**config.mk**
```make
export PLATFORM = sky130hd
export DESIGN_NAME = hp_alarm_monitor
export DESIGN_NICKNAME = d
export VERILOG_FILES = /design/src/rtl/hp_mon_pkg.sv /design/src/rtl/hp_event_fifo.sv /design/src/rtl/hp_alarm_monitor.sv
export SDC_FILE = /design/constraint.sdc
export NUM_CORES = 1
export LEC_CHECK = 0
export ABC_AREA = 1
export BUFFER_PORTS_ARGS = -buffer_cell sky130_fd_sc_hd__buf_4
export CAP_MARGIN = 10
export CORE_MARGIN = 1
export CORE_UTILIZATION = 25
export DETAILED_ROUTE_END_ITERATION = 16
export GPL_TIMING_DRIVEN = 0
export PLACE_DENSITY_LB_ADDON = 0.25
export SLEW_MARGIN = 0
export SYNTH_ARGS = -nofsm -noshare
export SYNTH_HDL_FRONTEND = slang
export SYNTH_SLANG_ARGS = --single-unit
```
**constraint.sdc**
```tcl
create_clock -name clk -period 4 [get_ports clk]
set_input_delay 1 -clock clk [delete_from_list [all_inputs] [get_ports clk]]
set_output_delay 1 -clock clk [all_outputs]
set_load 0.01 [all_outputs]
```
**src/rtl/hp_mon_pkg.sv**
```systemverilog
// Shared definitions for the multi-channel alarm monitor: register offsets,
// bit positions inside STATUS/CTRL/EVENT, the default clear key and the event
// FIFO entry layout.
package hp_mon_pkg;

  // Register byte offsets relative to BASE_ADDRESS
  localparam logic [31:0] OFF_CTRL     = 32'h0000_0000;
  localparam logic [31:0] OFF_STATUS   = 32'h0000_0004;
  localparam logic [31:0] OFF_CLEAR    = 32'h0000_0008;
  localparam logic [31:0] OFF_EVENT    = 32'h0000_000C;
  localparam logic [31:0] OFF_CNT_BASE = 32'h0000_0010;

  // CTRL bit positions
  localparam int CTRL_IRQ_EN_BIT = 16;

  // STATUS bit positions
  localparam int ST_FIFO_EMPTY_BIT = 16;
  localparam int ST_FIFO_FULL_BIT  = 17;
  localparam int ST_OVERFLOW_BIT   = 18;

  // CLEAR bit positions
  localparam int CLR_OVF_BIT = 15;

  // EVENT word bit positions
  localparam int EV_VALID_BIT = 31;
  localparam int EV_MULTI_BIT = 30;
  localparam int EV_CH_LSB    = 24;

  // Key expected in dat_i[31:16] of a CLEAR write
  localparam logic [15:0] DEFAULT_CLR_KEY = 16'hC1EA;

  // One logged alarm event; timestamp is stored zero-extended to 24 bits
  typedef struct packed {
    logic       multi;
    logic [5:0] channel;
    logic [23:0] ts;
  } ev_entry_t;

  localparam int EV_ENTRY_W = $bits(ev_entry_t);

  // Width of a stored event entry
  function automatic int ev_entry_width();
    return $bits(ev_entry_t);
  endfunction

  // Format a stored entry as the EVENT register read word (valid bit set)
  function automatic logic [31:0] ev_to_word(input ev_entry_t e);
    return {1'b1, e.multi, e.channel, e.ts};
  endfunction

endpackage

```
**src/rtl/hp_event_fifo.sv**
```systemverilog
// Synchronous show-ahead FIFO. A push while full is accepted only when a pop
// happens in the same cycle; a pop while empty is ignored.
import hp_mon_pkg::*;

module hp_event_fifo #(
  parameter int WIDTH = EV_ENTRY_W,
  parameter int DEPTH = 8
) (
  input  logic             clk,
  input  logic             reset,
  input  logic             push,
  input  logic             pop,
  input  logic [WIDTH-1:0] din,
  output logic [WIDTH-1:0] dout,
  output logic             empty,
  output logic             full
);

  localparam int AW = $clog2(DEPTH);

  logic [AW:0]      wr_ptr_r;
  logic [AW:0]      rd_ptr_r;
  logic [WIDTH-1:0] mem_r [DEPTH];
  logic             do_push_s;
  logic             do_pop_s;

  assign empty     = (wr_ptr_r == rd_ptr_r);
  assign full      = (wr_ptr_r[AW-1:0] == rd_ptr_r[AW-1:0]) && (wr_ptr_r[AW] != rd_ptr_r[AW]);
  assign do_pop_s  = pop & ~empty;
  assign do_push_s = push & (~full | do_pop_s);
  assign dout      = mem_r[rd_ptr_r[AW-1:0]];

  // Pointer update; extra MSB distinguishes full from empty
  always_ff @(posedge clk) begin
    if (reset) begin
      wr_ptr_r <= {(AW+1){1'b0}};
      rd_ptr_r <= {(AW+1){1'b0}};
    end else begin
      if (do_push_s) begin
        wr_ptr_r <= wr_ptr_r + {{AW{1'b0}}, 1'b1};
      end
      if (do_pop_s) begin
        rd_ptr_r <= rd_ptr_r + {{AW{1'b0}}, 1'b1};
      end
    end
  end

  // Storage write; cleared on reset so stale entries never reappear
  always_ff @(posedge clk) begin
    if (reset) begin
      for (int i = 0; i < DEPTH; i++) begin
        mem_r[i] <= {WIDTH{1'b0}};
      end
    end else if (do_push_s) begin
      mem_r[wr_ptr_r[AW-1:0]] <= din;
    end
  end

endmodule

```
**src/rtl/hp_alarm_monitor.sv**
```systemverilog
// Multi-channel alarm monitor: per-channel synchronizer, edge detect, sticky
// latch and saturating counter, a timestamped event FIFO, a wishbone register
// block and a level interrupt.
module hp_alarm_monitor
  import hp_mon_pkg::*;
#(
  parameter logic [31:0] BASE_ADDRESS = 32'h3000_0000,
  parameter int          NUM_CH       = 4,
  parameter int          CTR_W        = 8,
  parameter int          TS_W         = 24,
  parameter int          FIFO_DEPTH   = 8,
  parameter logic [15:0] CLR_KEY      = DEFAULT_CLR_KEY
) (
  input  logic              clk,
  input  logic              reset,
  input  logic [NUM_CH-1:0] alarm_i,
  input  logic              wbs_cyc_i,
  input  logic              wbs_stb_i,
  input  logic              wbs_we_i,
  input  logic [31:0]       wbs_adr_i,
  input  logic [31:0]       wbs_dat_i,
  output logic              wbs_ack_o,
  output logic [31:0]       wbs_dat_o,
  output logic              irq_o
);

  localparam logic [31:0]       LAST_OFF = OFF_CNT_BASE + 32'(4 * (NUM_CH - 1));
  localparam logic [CTR_W-1:0]  CTR_MAX  = {CTR_W{1'b1}};
  localparam logic [CTR_W-1:0]  CTR_ONE  = CTR_W'(1);
  localparam logic [TS_W-1:0]   TS_ONE   = TS_W'(1);
  localparam logic [NUM_CH-1:0] CH_ONE   = NUM_CH'(1);

  // Capture path
  logic [NUM_CH-1:0] sync1_r;
  logic [NUM_CH-1:0] sync2_r;
  logic [NUM_CH-1:0] sync3_r;
  logic [NUM_CH-1:0] ev_r;

  // State
  logic [TS_W-1:0]   ts_r;
  logic [NUM_CH-1:0] en_r;
  logic              irq_en_r;
  logic [NUM_CH-1:0] latch_r;
  logic [CTR_W-1:0]  cnt_r [NUM_CH];
  logic              overflow_r;

  // Bus decode
  logic [31:0]       offset_s;
  logic              acc_s;
  logic              wr_s;
  logic              rd_s;
  logic              clr_s;
  logic [NUM_CH-1:0] clr_ch_s;
  logic              clr_ovf_s;
  logic [31:0]       rdata_s;
  logic [31:0]       cnt_sel_s;
  logic              dat_unused_s;

  // Event logging
  logic [NUM_CH-1:0] ev_en_s;
  logic              push_s;
  logic              pop_s;
  logic              drop_s;
  logic [5:0]        ch_s;
  logic              multi_s;
  ev_entry_t         fifo_din_s;
  ev_entry_t         fifo_dout_s;
  logic [EV_ENTRY_W-1:0] fifo_dout_raw_s;
  logic              fifo_empty_s;
  logic              fifo_full_s;

  assign offset_s     = wbs_adr_i - BASE_ADDRESS;
  assign acc_s        = wbs_cyc_i & wbs_stb_i & (offset_s <= LAST_OFF);
  assign wr_s         = acc_s & wbs_we_i;
  assign rd_s         = acc_s & ~wbs_we_i;
  assign clr_s        = wr_s & (offset_s == OFF_CLEAR) & (wbs_dat_i[31:16] == CLR_KEY);
  assign clr_ch_s     = clr_s ? wbs_dat_i[NUM_CH-1:0] : {NUM_CH{1'b0}};
  assign clr_ovf_s    = clr_s & wbs_dat_i[CLR_OVF_BIT];
  assign dat_unused_s = ^wbs_dat_i[14:0];

  assign ev_en_s = ev_r & en_r;
  assign push_s  = |ev_en_s;
  assign pop_s   = rd_s & (offset_s == OFF_EVENT) & ~fifo_empty_s;
  assign drop_s  = push_s & fifo_full_s & ~pop_s;

  assign fifo_dout_s = ev_entry_t'(fifo_dout_raw_s);

  // Two-flop synchronizer, third flop for edge detect, registered event pulse
  always_ff @(posedge clk) begin
    if (reset) begin
      sync1_r <= {NUM_CH{1'b0}};
      sync2_r <= {NUM_CH{1'b0}};
      sync3_r <= {NUM_CH{1'b0}};
      ev_r    <= {NUM_CH{1'b0}};
    end else begin
      sync1_r <= alarm_i;
      sync2_r <= sync1_r;
      sync3_r <= sync2_r;
      ev_r    <= sync2_r & ~sync3_r;
    end
  end

  // Free-running wrapping timestamp
  always_ff @(posedge clk) begin
    if (reset) begin
      ts_r <= {TS_W{1'b0}};
    end else begin
      ts_r <= ts_r + TS_ONE;
    end
  end

  // Lowest-index firing channel and multiple-fire flag for the FIFO entry
  always_comb begin
    ch_s    = 6'd0;
    multi_s = |(ev_en_s & (ev_en_s - CH_ONE));
    for (int i = NUM_CH - 1; i >= 0; i--) begin
      if (ev_en_s[i]) begin
        ch_s = 6'(i);
      end else begin
        ch_s = ch_s;
      end
    end
    fifo_din_s.multi   = multi_s;
    fifo_din_s.channel = ch_s;
    fifo_din_s.ts      = 24'(ts_r);
  end

  hp_event_fifo #(
    .WIDTH(EV_ENTRY_W),
    .DEPTH(FIFO_DEPTH)
  ) u_fifo (
    .clk  (clk),
    .reset(reset),
    .push (push_s),
    .pop  (pop_s),
    .din  (fifo_din_s),
    .dout (fifo_dout_raw_s),
    .empty(fifo_empty_s),
    .full (fifo_full_s)
  );

  // CTRL register: channel enables and interrupt enable
  always_ff @(posedge clk) begin
    if (reset) begin
      en_r     <= {NUM_CH{1'b0}};
      irq_en_r <= 1'b0;
    end else if (wr_s && (offset_s == OFF_CTRL)) begin
      en_r     <= wbs_dat_i[NUM_CH-1:0];
      irq_en_r <= wbs_dat_i[CTRL_IRQ_EN_BIT];
    end
  end

  // Per-channel latch and saturating counter; an event beats a same-cycle clear
  always_ff @(posedge clk) begin
    if (reset) begin
      latch_r <= {NUM_CH{1'b0}};
      for (int i = 0; i < NUM_CH; i++) begin
        cnt_r[i] <= {CTR_W{1'b0}};
      end
    end else begin
      for (int i = 0; i < NUM_CH; i++) begin
        if (ev_en_s[i]) begin
          latch_r[i] <= 1'b1;
          if (clr_ch_s[i]) begin
            cnt_r[i] <= CTR_ONE;
          end else if (cnt_r[i] != CTR_MAX) begin
            cnt_r[i] <= cnt_r[i] + CTR_ONE;
          end
        end else if (clr_ch_s[i]) begin
          latch_r[i] <= 1'b0;
          cnt_r[i]   <= {CTR_W{1'b0}};
        end
      end
    end
  end

  // Sticky FIFO overflow flag; a dropped push wins over a same-cycle clear
  always_ff @(posedge clk) begin
    if (reset) begin
      overflow_r <= 1'b0;
    end else if (drop_s) begin
      overflow_r <= 1'b1;
    end else if (clr_ovf_s) begin
      overflow_r <= 1'b0;
    end
  end

  // Read data mux; zero for writes, misses and idle cycles
  always_comb begin
    rdata_s   = 32'd0;
    cnt_sel_s = 32'd0;
    for (int i = 0; i < NUM_CH; i++) begin
      cnt_sel_s = cnt_sel_s |
                  ((offset_s == (OFF_CNT_BASE + 32'(4 * i))) ? 32'(cnt_r[i]) : 32'd0);
    end
    if (rd_s) begin
      case (offset_s)
        OFF_CTRL: begin
          rdata_s[NUM_CH-1:0]      = en_r;
          rdata_s[CTRL_IRQ_EN_BIT] = irq_en_r;
        end
        OFF_STATUS: begin
          rdata_s[NUM_CH-1:0]        = latch_r;
          rdata_s[ST_FIFO_EMPTY_BIT] = fifo_empty_s;
          rdata_s[ST_FIFO_FULL_BIT]  = fifo_full_s;
          rdata_s[ST_OVERFLOW_BIT]   = overflow_r;
        end
        OFF_EVENT: begin
          rdata_s = fifo_empty_s ? 32'd0 : ev_to_word(fifo_dout_s);
        end
        default: begin
          rdata_s = cnt_sel_s;
        end
      endcase
    end else begin
      rdata_s = 32'd0;
    end
  end

  // Wishbone response: one-cycle ack with registered data
  always_ff @(posedge clk) begin
    if (reset) begin
      wbs_ack_o <= 1'b0;
      wbs_dat_o <= 32'd0;
    end else begin
      wbs_ack_o <= acc_s;
      wbs_dat_o <= rdata_s;
    end
  end

  // Registered level interrupt
  always_ff @(posedge clk) begin
    if (reset) begin
      irq_o <= 1'b0;
    end else begin
      irq_o <= irq_en_r & ((|latch_r) | overflow_r);
    end
  end

endmodule

```
Word-level counts from Yosys, hierarchy flattened
Memories as Yosys holds them, arrays and structs flattened. A register that Yosys moved wholly into a read port is not among the register bits.
Index checks and enable logic that the tools add are counted.

word-level totals
  bits in registers = 92
  RAM bits = 280
  input port bits = 73
  output and inout bits = 34
  word-level logic and storage cells = 193
  memories kept = 2

cells by class
  add/sub/neg operators = 9
  $lt $le $gt $ge = 1
  equal/unequal tests = 15
  multiplexer cells = 95
  bitwise logic cells = 40
  reductions and logical operators = 14

memory list
  memory        depth  bits a word  read ports  clocked after Yosys merged registers in  wr ports  line                    text
  u_fifo.mem_r  8      31           1           1                                        8         hp_event_fifo.sv:23     logic [WIDTH-1:0] mem_r [DEPTH];
  cnt_r         4      8            4           0                                        4         hp_alarm_monitor.sv:44  logic [CTR_W-1:0] cnt_r [NUM_CH];

operator list
  operator                count
  $eq 32x5->1 const B     4
  $mux 8                  16
  $eq 32x4->1 const B     2
  $mux 1                  64
  $add 8x1->8 const B     4
  $eq 32x3->1 const B     1
  $le 32x5->1 const B     1
  $logic_not 32->1        1
  $mux 32                 1
  $ne 8x8->1 const B      4
  $sub 32x30->32 const B  1
  $mux 31                 1
  $reduce_or 31->1        1
  $pmux 13 s2             1
  $add 24x1->24 const B   1
  $or 8x8->8              3
  $pmux 12 s2             1
  $mux 6                  3
  $eq 16x16->1 const B    1
  $and 1x1->1             14
  $or 1x1->1              14
  $and 4x4->4             3
  $pmux 4 s3              1
  $reduce_or 4->1         3
  15 further kinds        28

Longest topological paths before layout
Gate-level depths: netlist of the first run.

  depth in word-level cells = 14
  depth in mapped cells = 14
  mapped depth without buffers = 14

Modules after synthesis
From an unflattened synthesis of the first run, not the netlist that was laid out.

unflattened totals
  cells, all modules = 1,930
  area, all modules = 17,433.0 um2

by module, submodules not included
  module            times used  cells each  area an instance (um2)  sequential area each (um2)
  hp_event_fifo     1           1,135       11,497.3                7,667.4
  hp_alarm_monitor  1           795         5,935.7                 2,642.5

Least setup slack after synthesis of the first run
Ideal clock, no wire load.

  path kind = input port to flip-flop
  start = input port wbs_adr_i[11]
  end = memory u_fifo.mem_r[4][0] (netlist name), enable pin
  library setup time = 0.384 ns
  arrival = 3.111 ns
  path slack = 0.505 ns
  stages on the path = 11
  path buffers = 2
  cells stage by stage = nor2_1 -> nand4_2 -> nor2_4 -> nand2_4 -> nand2_4 -> nand2_4 -> o21bai_4 -> buf_12 -> nand4_4 -> buf_6 -> nand2_1

RTL lines
  element             line                    text
  start: declaration  hp_alarm_monitor.sv:20  input logic [31:0] wbs_adr_i,
  end: declaration    hp_event_fifo.sv:23

==> results of run 1 <==
[final cells by class]
| class | count | area, um2 | share of cell area (%) |
|---|---|---|---|
| plain buffers | 78 | 390 | 2.11 |
| inverters | 126 | 473 | 2.56 |
| clock inverters | 14 | 159 | 0.860 |
| multi-input cells | 1131 | 5290 | 28.6 |
| repair buffers | 95 | 776 | 4.20 |
| well taps | 782 | 978 | 5.30 |
| clock buffers | 58 | 1140 | 6.17 |
| flip-flops and latches | 339 | 9270 | 50.2 |
[layer usage]
layer / share of wire [%] / routed length, um
met3: 6.4 / 3140
met1: 46 / 22500
met2: 45 / 22000
met4: 2.0 / 993
met5: 0 / 0
[placed cells by master (no fill, tap or decap), types with 5 or more instances in the layout]
| cell | netlist | layout |
|---|---|---|
| nand3b_1 | 5 | 5 |
| buf_12 | 1 | 6 |
| clkbuf_16 | 0 | 41 |
| o221ai_1 | 6 | 6 |
| clkbuf_1 | 54 | 66 |
| xor2_1 | 15 | 15 |
| buf_6 | 8 | 8 |
| nor2_1 | 387 | 387 |
| nor3_1 | 30 | 30 |
| xnor2_1 | 5 | 5 |
| a32o_1 | 8 | 8 |
| clkbuf_8 | 0 | 5 |
| nand4_4 | 8 | 8 |
| nand2_1 | 340 | 332 |
| buf_4 | 5 | 95 |
| nor2_2 | 14 | 14 |
| buf_1 | 8 | 8 |
| nand3_1 | 124 | 124 |
| inv_1 | 107 | 107 |
| a32oi_1 | 8 | 8 |
| nand4_1 | 13 | 13 |
| o22ai_1 | 14 | 14 |
| o21ai_0 | 57 | 57 |
| clkinv_1 | 18 | 22 |
| nand2_2 | 1 | 8 |
| a21oi_1 | 58 | 58 |
| ha_1 | 7 | 7 |
| dfxtp_1 | 91 | 91 |
| clkinv_2 | 0 | 5 |
| edfxtp_1 | 248 | 248 |
[worst max-delay path by stage]
stage | end | cells past startpoint
3_3_place_gp | u_fifo.mem_r[6][12] | 11
6_report | u_fifo.mem_r[1][2] | 11
5_1_grt | u_fifo.mem_r[1][3] | 11
2_1_floorplan | u_fifo.mem_r[4][0] | 11
4_1_cts | u_fifo.mem_r[3][2] | 11
3_5_place_dp | u_fifo.mem_r[3][12] | 11
[state kept, by name, indices dropped and copies added (netlist names), 24 cells and up, named ones only]
name	flops
u_fifo.mem_r	216
ts_r	24
cnt_r	32
wbs_dat_o	28
[metrics by stage]
step	instance area (um2)	util (%)	hold WS [ps]	TNS, ps	instances
after CTS	18500	30.5	381	0	2623
after global routing	18500	30.5	393	0	2623
after detailed placement	17200	28.3	380	-39010	2551
after global placement	17100	28.1	380	-200390	2546
final	18500	30.5	380	0	2623
after floorplan	15400	-	373	0	1674
[timing repair]
item	in CTS	in global routing
resized for setup	0	1
setup buffers	0	0
setup endpoints to repair	0	22
[power breakdown]
part	internal (uW)	switching, uW
clock network	2180	1500
logic	93.0	171
registers	3870	38.4
total	6140	1710
[cells by family (layout without fill, tap and decap cells)]
logic type	Yosys count	after routing	synth area share (%)
fa+ha+maj	7	7	0.569
compound gates	162	162	6.30
other cells	1	4	0.0244
buf+inv	204	371	5.61
flops	339	339	60.2
simple gates	938	938	26.1
xor+xnor	20	20	1.14
==> impl_metrics.py, run 1 <==
metrics = {
    "outcome": {
        "status": "finished clean",
    },
    "clock_network": {
        "clk_latency_ps": 570,
        "cts.sinks": 339,
        "cts_max_level": 2,
        "clkTransAtPathRegs_ps": 60,
        "ctsRootBufferMaster": "clkbuf_16",
        "cts_buffers": 40,
        "postCtsHoldBufs": 0,
        "clock_path_buffers": 3,
        "tritoncts": "built",
    },
    "global_routing": {
        "grt-ovfl-total": 0,
        "grt_max_degree": 28,
        "grt_use_total_pct": 15.6,
        "grt_first_pass_wirelength_um": 73400,
        "antenna_found_initial": 0,
        "busiest_layer": "met2",
        "grt_util_met1_pct": 21.6,
        "grt_pass1_vias": 11976,
        "grt_use_met3_pct": 2.50,
        "gr-usage-met2_pct": 24.9,
    },
    "power_and_ir_drop": {
        "peakVddDrop_uv": 361,
        "power_density_nw_per_um2": 425,
        "p_total_uw": 7840,
        "power.leakage_uw": 0.00677,
    },
    "worst_setup_path": {
        "slowest_stage": "nand2_2",
        "crit_chain": "buf_4, nor2_1, nand4_2, nor2_4, nand2_4, nand2_4, nand2_4, o21bai_4, nand4_4, clkbuf_1, nand2_2",
        "r2r_slack_ps": 660,
        "worstSetupPathType": "in -> reg",
        "cp_common_cell": "nand2_4",
        "critPathLaunch": "wbs_adr_i[11]",
        "r2r-start": "u_fifo.wr_ptr_r[0]",
        "end_kind": "flip-flop",
        "regToRegEndpoint": "u_fifo.mem_r[1][2]",
        "startpoint_type": "primary input",
        "cpPeakStageDelay_ps": 810,
        "crit_family": "simple AND/OR/NAND/NOR gates",
        "cp.required_ps": 4170,
        "cp_max_fo": 27,
        "crit_buf_inv": 2,
        "arrival_ps": 4020,
        "rr_worst_depth": 9,
    },
    "floorplanning": {
        "die_w_um": 250,
        "core-area_um2": 60600,
        "initial_core_util_pct": 25.4,
        "die-area_um2": 62600,
        "dieHeight_um": 250,
        "num_rows": 90,
        "io_pins": 107,
    },
    "logic_synthesis": {
        "synth_commonest_cells": "nor2_1, nand2_1, edfxtp_1",
        "ys_types": 44,
        "synthesis.area_um2": 15400,
        "synth-edff-count": 248,
        "yosysWarnings": 0,
        "avgSynthCellArea_um2": 9.21,
        "yosysMostFrequentCell": "nor2_1",
        "syn-instance-count": 1671,
        "synth_top_cell_area_share_pct": 48.4,
        "async_flop_share_pct": 0,
        "yosysTopAreaCell": "edfxtp_1",
        "synth-seq-cells": 339,
        "ys.flop_type": "edfxtp_1",
        "seq_area_frac_synth_pct": 60.2,
        "synthTopCellsByArea": "edfxtp_1, dfxtp_1, nor2_1",
    },
    "worst_hold_path": {
        "whs_endpoint": "ev_r[1]",
        "hp-start": "sync3_r[1]",
        "hold_path.class": "reg -> reg",
        "whs_path_depth": 1,
    },
    "detailed_routing": {
        "final_antenna_net_count": 0,
        "drtIter0Drc": 1102,
        "wire_per_inst_um": 18.6,
        "drc": 0,
        "viasPerCell": 4.65,
        "wl_um": 48700,
        "vias": 12207,
        "drt_pass1_iterations": 6,
    },
    "layout": {
        "drive_gt1_share_pct": 11.5,
        "finalNetCount": 1891,
        "syn2layout_area_growth_pct": 20.1,
        "fillers": 6358,
        "num_antenna_cells": 0,
    },
    "timing": {
        "hold_violations": 0,
        "setup_violations": 0,
        "worst_slew_pin_slew_ps": 922,
        "min_period_over_period_pct": 96.3,
        "finalCriticalPeriod_ps": 3850,
        "timing.fmax_ghz": 0.260,
        "rsz0062_at_grt": "no",
        "clock_skew_ps": 29.0,
        "slew_headroom_pct": 38.3,
        "setup_ws_ps": 149,
        "finalMaxSlewViolations": 0,
    },
    "place": {
        "port_buffers": 90,
        "place_congestion": 0.834,
        "place_ws_ps": -459,
        "dp_hpwl_um": 33000,
    },
    "run": {
        "max_cap_violations": 0,
    },
}
Note: power is estimated with default switching activity, not from simulation.
==> run 2, diff against run 1 <==
CELL_PAD_IN_SITES_DETAIL_PLACEMENT = 1   (was default)
CELL_PAD_IN_SITES_GLOBAL_PLACEMENT = 1   (was default)
==> run 2 against run 1 <==
Against the previous run:
- routed wire length grew 7.7%
- non-clock buffer count unchanged
- sequential power hardly changed
- clock power down 2%
- total power fell by 0.71%
- flip-flop and latch count unchanged
- first-iteration DRC count is 34% lower
- sequential share of layout area increased by 0.068 points
- design area fell by 0.14%
- via count rose by 1.5%
- maximum frequency rose by 1.1%
- highest routed layer unchanged
==> impl_metrics.py, run 2 (synthesized netlist as in run 1, its figures left out) <==
metrics = {
    "outcome": {
        "status": "finished clean",
    },
    "global_routing": {
        "grt_pass1_vias": 13112,
        "grt-ovfl-total": 0,
        "grt_use_total_pct": 16.9,
        "grt_max_degree": 28,
        "antenna_found_initial": 0,
        "grt_first_pass_wirelength_um": 79800,
    },
    "detailed_routing": {
        "viasPerCell": 4.72,
        "vias": 12390,
        "wl_um": 52400,
        "final_antenna_net_count": 0,
        "drtIter0Drc": 728,
        "drt_pass1_iterations": 5,
        "drc": 0,
        "wire_per_inst_um": 20.0,
    },
    "worst_setup_path": {
        "cpPeakStageDelay_ps": 810,
        "cp.required_ps": 4180,
        "critPathLaunch": "wbs_adr_i[8]",
        "end_kind": "flip-flop",
        "rr_worst_depth": 9,
        "r2r-start": "u_fifo.wr_ptr_r[0]",
        "endpoint": "u_fifo.mem_r[1][3]",
        "slowest_stage": "nand2_2",
        "arrival_ps": 3990,
        "worstSetupPathType": "in -> reg",
        "regToRegEndpoint": "u_fifo.mem_r[1][3]",
        "crit_buf_inv": 2,
        "crit_family": "simple AND/OR/NAND/NOR gates",
        "r2r_slack_ps": 540,
        "cp_max_fo": 27,
        "cp_common_cell": "nand2_4",
        "startpoint_type": "primary input",
        "critical_path_depth": 11,
        "crit_chain": "buf_4, nor2_2, nand4_2, nor2_4, nand2_4, nand2_4, nand2_4, o21bai_4, nand4_4, clkbuf_1, nand2_2",
    },
    "layout": {
        "seqCellArea_um2": 9270,
        "finalNetCount": 1893,
        "drive_gt1_share_pct": 11.5,
        "num_antenna_cells": 0,
        "mostFrequentLayoutCells": "nor2_1, nand2_1, edfxtp_1",
        "syn2layout_area_growth_pct": 19.9,
        "final_common_cell": "nor2_1",
        "reg_top3": "u_fifo.mem_r: 216 flops, cnt_r: 32 flops, wbs_dat_o: 28 flops",
        "fin_util_pct": 30.5,
        "multi_input_area_um2": 5290,
        "regMostFlops": "u_fifo.mem_r",
        "fin_area_um2": 18500,
        "largest_reg_flops": 216,
        "fillers": 7052,
    },
    "clock_network": {
        "tritoncts": "built",
        "cts_setup_buffers": 0,
        "cts_max_level": 2,
        "clkTransAtPathRegs_ps": 60,
        "cts_resized": 0,
        "clock_path_buffers": 3,
        "ctsRootBufferMaster": "clkbuf_16",
        "postCtsHoldBufs": 0,
        "cts.sinks": 339,
        "clk_latency_ps": 580,
        "cts_buffers": 42,
    },
    "floorplanning": {
        "dieHeight_um": 250,
        "num_rows": 90,
        "die_w_um": 250,
        "io_pins": 107,
        "die-area_um2": 62600,
        "core-area_um2": 60600,
        "initial_core_util_pct": 25.4,
    },
    "place": {
        "dp_hpwl_um": 35800,
        "port_buffers": 90,
        "place_congestion": 0.785,
        "place_area_um2": 17200,
    },
    "worst_hold_path": {
        "hold_path.class": "reg -> reg",
    },
    "timing": {
        "setup_violations": 0,
        "worst_slew_pin_slew_ps": 1020,
        "min_period_over_period_pct": 95.2,
        "hold_violations": 0,
        "finalMaxSlewViolations": 0,
        "finalCriticalPeriod_ps": 3810,
        "rsz0062_at_grt": "no",
        "clock_skew_ps": 30.4,
        "slew_headroom_pct": 32.1,
        "timing.fmax_ghz": 0.263,
    },
    "power_and_ir_drop": {
        "peakVddDrop_uv": 235,
        "power.leakage_uw": 0.00676,
        "power_density_nw_per_um2": 422,
    },
    "run": {
        "max_cap_violations": 0,
    },
}
==> run 2: metal layers <==
metal  global-route usage [%]  vias to the layer above  part of all wire [%]
met1                     22.2                     6185                    46
met5                        0                        -                     0
met2                     28.7                      268                    47
li1                         -                     5867                     -
met4                     4.91                        0                   2.2
met3                     2.57                       70                   4.2
==> run 2: worst register-to-register path: stages, from the launching register on <==
cell	delay, ps
dfxtp_1	330
buf_4	190
xor2_1	170
nor2_1	80
nand2_1	130
nand4_2	190
o21bai_4	390
nand4_4	330
clkbuf_1	440
nand2_2	810
==> run 2: cell type report <==
type	instances	share of cell area (%)
sequential	339	50.2
inverter	126	2.56
buffer	78	2.12
multi-input combinational	1131	28.7
timing repair buffer	95	4.24
clock buffer	55	6.08
tap	782	5.30
clock inverter	21	0.814
==> run 2: worst min-delay path by stage <==
stage,from,end,slack (ps),cells after the start
floorplan,sync3_r[3],ev_r[3],370,1
global placement,sync3_r[3],ev_r[3],380,1
detailed placement,sync3_r[2],ev_r[2],390,1
CTS,sync3_r[2],ev_r[2],390,1
global route,sync3_r[2],ev_r[2],400,1
finish,sync3_r[2],ev_r[2],390,1
==> run 2: power by group <==
| part | internal, uW | switching, uW |
|---|---|---|
| Clock | 2040 | 1570 |
| Combinational | 93.6 | 174 |
| Sequential | 3870 | 39.3 |
| Total | 6000 | 1790 |
==> run 2: stage by stage <==
step	hold slack, ps	instances	setup TNS, ps	setup slack, ps	total power, uW
after floorplan	373	1674	0	505	4100
after global placement	381	2546	-188670	-1020	4230
after detailed placement	386	2551	-35140	-427	4250
after CTS	394	2627	0	180	7900
after global routing	397	2627	0	70.1	8040
final	388	2627	0	191	7790
